[src/rtl/mem_access_ctrl.sv]
// mem_access_ctrl: valid/ready front end for a registered word storage.
// Ports: req_* in, rsp_* out, mem_* storage side, wr_count/rd_count stats.
module mem_access_ctrl #(
  parameter int WIDTH = 8,
  parameter int DEPTH = 16,
  localparam int AW = $clog2(DEPTH)
) (
  input  logic             clk,
  input  logic             rst_n,
  input  logic             req_valid,
  output logic             req_ready,
  input  logic             req_write,
  input  logic [AW-1:0]    req_addr,
  input  logic [WIDTH-1:0] req_wdata,
  output logic             rsp_valid,
  input  logic             rsp_ready,
  output logic [WIDTH-1:0] rsp_rdata,
  output logic             rsp_err,
  output logic [AW-1:0]    mem_addr,
  output logic [WIDTH-1:0] mem_data_in,
  output logic             mem_write_en,
  output logic             mem_read_en,
  input  logic [WIDTH-1:0] mem_data_out,
  output logic [15:0]      wr_count,
  output logic [15:0]      rd_count
);

  typedef enum logic [1:0] {
    IDLE,
    RD_WAIT,
    RD_CAP,
    RSP
  } state_t;

  localparam logic [AW:0] DEPTH_W = (AW+1)'(DEPTH);

  state_t           state_q, state_d;
  logic [AW-1:0]    addr_q, addr_d;
  logic [WIDTH-1:0] data_q, data_d;
  logic [WIDTH-1:0] rdata_q, rdata_d;
  logic             err_q, err_d;
  logic [15:0]      wr_count_q, wr_count_d;
  logic [15:0]      rd_count_q, rd_count_d;

  logic idle;
  logic accept;
  logic in_range;
  logic cap_err;

  always_comb begin
    state_d    = state_q;
    addr_d     = addr_q;
    data_d     = data_q;
    rdata_d    = rdata_q;
    err_d      = err_q;
    wr_count_d = wr_count_q;
    rd_count_d = rd_count_q;

    idle     = (state_q == IDLE);
    accept   = req_valid & idle;
    in_range = ({1'b0, req_addr} < DEPTH_W);
    cap_err  = ({1'b0, addr_q} >= DEPTH_W);

    req_ready = idle;
    rsp_valid = (state_q == RSP);

    // Enables are gated by rst_n so nothing strobes the storage in reset.
    mem_write_en = rst_n & accept & req_write & in_range;
    mem_read_en  = rst_n & accept & ~req_write & in_range;

    mem_addr    = idle ? req_addr : addr_q;
    mem_data_in = idle ? req_wdata : data_q;

    unique case (state_q)
      IDLE: begin
        if (accept) begin
          if (req_write) begin
            if (in_range && wr_count_q != 16'hFFFF)
              wr_count_d = wr_count_q + 16'd1;
          end else begin
            addr_d  = req_addr;
            data_d  = req_wdata;
            state_d = RD_WAIT;
            if (rd_count_q != 16'hFFFF)
              rd_count_d = rd_count_q + 16'd1;
          end
        end
      end
      RD_WAIT: state_d = RD_CAP;
      RD_CAP: begin
        // Out-of-range reads never touched storage; answer 0.
        rdata_d = cap_err ? '0 : mem_data_out;
        err_d   = cap_err;
        state_d = RSP;
      end
      RSP: begin
        if (rsp_ready)
          state_d = IDLE;
      end
    endcase
  end

  always_ff @(posedge clk or negedge rst_n) begin
    if (!rst_n) begin
      state_q    <= IDLE;
      addr_q     <= '0;
      data_q     <= '0;
      rdata_q    <= '0;
      err_q      <= 1'b0;
      wr_count_q <= '0;
      rd_count_q <= '0;
    end else begin
      state_q    <= state_d;
      addr_q     <= addr_d;
      data_q     <= data_d;
      rdata_q    <= rdata_d;
      err_q      <= err_d;
      wr_count_q <= wr_count_d;
      rd_count_q <= rd_count_d;
    end
  end

  assign rsp_rdata = rdata_q;
  assign rsp_err   = err_q;
  assign wr_count  = wr_count_q;
  assign rd_count  = rd_count_q;

endmodule

[config.mk]
export PLATFORM = sky130hd
export DESIGN_NAME = mem_access_ctrl
export DESIGN_NICKNAME = d
export VERILOG_FILES = /design/src/rtl/mem_access_ctrl.sv
export SDC_FILE = /design/constraint.sdc
export NUM_CORES = 1
export LEC_CHECK = 0
export CAP_MARGIN = 0
export CORE_ASPECT_RATIO = 1.25
export CORE_UTILIZATION = 60
export DETAILED_ROUTE_END_ITERATION = 8
export DONT_BUFFER_PORTS = 1
export GPL_TIMING_DRIVEN = 0
export PLACE_DENSITY = 0.77
export SYNTH_ARGS = -nofsm -noshare
export SYNTH_HDL_FRONTEND = slang
export SYNTH_SLANG_ARGS = --single-unit
[constraint.sdc]
create_clock -name clk -period 4.5 [get_ports clk]
set_input_delay 0.45 -clock clk [delete_from_list [all_inputs] [get_ports clk]]
set_output_delay 0.45 -clock clk [all_outputs]
set_load 0.05 [all_outputs]
* Word-level counts from Yosys, hierarchy flattened *
Index checks and enable logic that the tools add are counted.

operators by class
  $add $sub $neg = 2
  eq/ne operators = 8
  muxes and demuxes = 6
  bitwise logic cells = 5
  reduce and logical (&&, ||, !) cells = 5

operators with widths
  kind                                           count
  adder 16 x 1 -> 16 bit, second input constant  2
  != test 16 bit, second input constant          2
  2-to-1 mux 8 bit                               1
  case mux 2 bit (4 select lines)                1
  AND reduction 4 bit                            2
  2-to-1 mux 2 bit                               3
  AND reduction 3 bit                            2
  bitwise AND 1 bit                              4
  == test 2 bit, second input constant           2
  2-to-1 mux 4 bit                               1
  != test 2 x 1 -> 1 bit, second input constant  2
  == test 2 x 1 -> 1 bit, second input constant  1
  logical NOT 2 bit                              1
  != test 2 bit, second input constant           1
  inverter 1 bit                                 1

storage, ports and cells
  flip-flop bits (word level) = 54
  output and inout port bits = 57
  logic and storage cells = 32

* Depth between registers and ports, before layout *
  depth in word-level cells = 4
  mapped depth = 8

* Worst setup path after synthesis *
Ideal clock, no wire load.

  kind = register to output
  start point = register state_q[0]
  end point = output mem_read_en
  arrival = 2.181 ns
  required time = 4.050 ns
  setup slack = 1.869 ns
  cell stages (with the launch flop) = 7
  path buffers = 2
  path through = dfrtp_1 > inv_1 > ha_1 > buf_4 > nand3b_4 > clkbuf_1 > nor2_1

on the way
  word-level cells in the longest chain between the ends = 4

RTL lines
  element                         line  RTL
  start: declaration              37    state_t state_q, state_d;
  start signal: assignment        113   state_q <= state_d;
  logical NOT 2 bit               59    idle = (state_q == IDLE);
  via req_ready                   11    output logic req_ready,
  bitwise AND 1 bit               60    accept = req_valid & idle;
  bitwise AND 1 bit (2 in a row)  69    mem_read_en = rst_n & accept & ~req_write & in_range;
  end: declaration                22    output logic mem_read_en,

The timed path passes the listed nets, and every way through them passes these cells.

* Final worst setup path *
Ends and elaborated chain as after synthesis.

==> results.yml <==
routing:
  drc: 0
  routed_wl_mm: 5.52
  wl_per_cell_um: 17.7
  ant_nets: 0
  vias: 1911
  vias_per_cell: 6.13
  detailedRoute.firstPassIterationCount: 4
  first_iter_violations: 151
floorplan:
  die_w_um: 61.8
  dieHeight_um: 76.8
  die_area_um2: 4750
  start_util_pct: 64.0
  coreArea_um2: 4200
  rows: 26
  pin_count: 82
power_and_ir_drop:
  switching_power_mw: 1.04
  swShare_pct: 49.1
  pwr-share-clk_pct: 18.6
  vdd_drop_max_uv: 507
  cellLeakagePower_nw: 1.37
  pwr-share-seq_pct: 47.1
  comb_power_share_pct: 34.3
  power_density_nw_per_um2: 718
  cellInternalPower_mw: 1.07
finish:
  fin_area_um2: 2940
  drive_gt1_share_pct: 18.0
  num-fill-cells: 307
  fin_util_pct: 69.9
  register_area_um2: 1350
  n_antenna_cell: 0
  nNetsFinal: 285
  syn2layout_area_growth_pct: 9.32
  multi_input_area_um2: 1280
clocking:
  worstSkewPairLatency_ns: 0.31
  cts_max_level: 2
  cts_resized: 0
  cts_buffers: 5
  clk_transition_reported_paths_ns: 0.10
  cts_hold_buf: 2
  cts_root_buf: "clkbuf_8"
  clockBufferDepth: 2
  cts_tree: "built"
  cts.sinks: 54
  post_cts_buffers: 0
place:
  io_buffers: 0
  placed_cell_area_um2: 2760
  hpwl_mm: 3.85
  dp_worst_setup_slack_ns: 1.65
  gp_congestion: 0.810
hold_path:
  hold_path.class: "primary input to flip-flop"
global_routing:
  grt.total_usage_pct: 25.7
  antenna_found_initial: 0
  grt_pass1_vias: 1895
  grt_pass1_wl_mm: 9.02
  grt_overflow: 0
  grt_max_degree: 55
sta:
  timing_hold_violations_final: 0
  max_slew_margin_pct: 40.5
  finalWorstSetupSlack_ns: 1.33
  tns_ns: 0
  finClkSkew_ns: 0.00910
  max_freq_mhz: 315
  finalCriticalPeriod_ns: 3.17
  setup_viol: 0
  rsz0062_at_grt: "false"
  report.final.slew_viol_count: 0
  worstMarginPinSlew_ns: 0.889
  min_period_over_period_pct: 70.4
critical_path:
  cp-end-kind: "output port"
  cp_slowest_stage_delay_ns: 0.73
  cp.required_ns: 4.05
  cp_slowest_cell: "nor2_1"
  arrival_ns: 2.72
  cp_cell_sequence: "inv_1 > ha_1 > buf_4 > nand3b_4 > clkbuf_1 > nor2_1"
  cp_max_fo: 10
  path_class: "flip-flop to output port"
  start_kind: "flip-flop"
yosys:
  synthTopCellsByArea: "dfrtp_1 50%, mux2_2 10%, nand2_1 6.7%, xor2_1 4.6%, ha_1 2.3%"
  synth_edf_count: 0
  ys_seq_area_share_pct: 50.3
  synth_flop_cell: "dfrtp_1"
  yosysTopAreaCell: "dfrtp_1"
  synth-seq-cells: 54
  yosysMostFrequentCell: "dfrtp_1"
  syn_inst: 246
  synth_top_area_share_pct: 50.3
  synth_area_um2: 2690
  async_flop_share_pct: 100
  synth_area_per_cell_um2: 10.9
  synth.distinct_cells: 42
  yosysWarnings: 0
  synth_nets: 276
  synth_commonest_cells: "54 x dfrtp_1, 48 x nand2_1, 24 x mux2_2"
outcome:
  outcome: "complete, no violations"
flow_run:
  drv_cap: 0
==> power groups by stage <==
stage	combinational (mW)	clock [mW]	sequential, mW
after CTS	0.727	0.401	0.993
after detailed placement	0.711	0	1.00
after global routing	0.773	0.420	1.02
final	0.723	0.393	0.992
after floorplan	0.638	0	0.972
after global placement	0.692	0	0.992
==> area by class of cell <==
| cell class | instances | area share (%) |
|---|---|---|
| buffer | 8 | 1.32 |
| tap | 56 | 2.39 |
| clock inverter | 2 | 2.05 |
| clock buffer | 6 | 2.81 |
| sequential | 54 | 46.0 |
| timing repair buffer | 2 | 1.28 |
| multi-input combinational | 181 | 43.7 |
| inverter | 3 | 0.384 |
==> flip-flops by register name, summed over array words and instances, names as in the netlist <==
signal and cells:
rsp_rdata 8, state_q 2, data_q 8, addr_q 4, wr_count 16, rd_count 16
==> cell usage in the layout (no fill, tap or decap), types with 4 or more instances in the layout <==
cell	n
nand4_1	10
a41oi_1	5
nand2_1	48
nor4_1	4
clkbuf_1	5
nand3_1	7
clkbuf_8	6
and4_1	4
nor3_1	8
dfrtp_1	54
mux2_2	24
ha_1	5
xor2_1	14
a21oi_1	5
xnor2_1	7
nor2_1	8
==> critical path, delay by kind of cell (launching register included) <==
kind                       cells  cell delay [ns]
adders and majority gates      1             0.50
buffers and inverters          3             0.61
DFF                            1             0.41
and+or+nand+nor                2             0.88
==> per-layer routing <==
metal	track usage (%)	vias up	share of wire [%]
li1	-	896	-
met1	30.4	934	39
met2	41.9	73	52
met3	7.42	8	6.4
met4	11.1	0	2.2
met5	0	-	0
==> final timing paths <==
| path | from | endpoint | slack [ns] | cells past startpoint |
|---|---|---|---|---|
| worst max-delay path | state_q[0] | mem_read_en | 1.33 | 6 |
| worst min-delay path | req_addr[3] | addr_q[3] | 0.24 | 2 |
| worst max register to register | state_q[0] | wr_count[13] | 1.98 | 7 |
| worst min register to register | data_q[3] | data_q[3] | 0.48 | 2 |
| max in group asynchronous | rst_n | rd_count[5] | 3.62 | 2 |
| min in group asynchronous | rst_n | rd_count[11] | 0.65 | 2 |
==> logic make-up (layout without fill, tap and decap cells) <==
group / Yosys count / after routing / synth area share (%)
flops: 54 / 54 / 50.3
mux: 24 / 24 / 10.1
fa+ha+maj: 5 / 5 / 2.33
other cells: 1 / 1 / 0.140
buf+inv: 11 / 21 / 1.86
compound gates: 22 / 22 / 5.78
simple gates: 108 / 108 / 22.6
xor+xnor: 21 / 21 / 6.85
==> metrics by stage <==
stage                     hold slack, ns  instances  power, mW
after detailed placement           0.156        302       1.72
after global routing               0.236        312       2.21
final                              0.242        312       2.11
after CTS                          0.237        312       2.12
after global placement             0.155        302       1.68
after floorplan                    0.154        246       1.61
(Power assumes the default switching activity.)
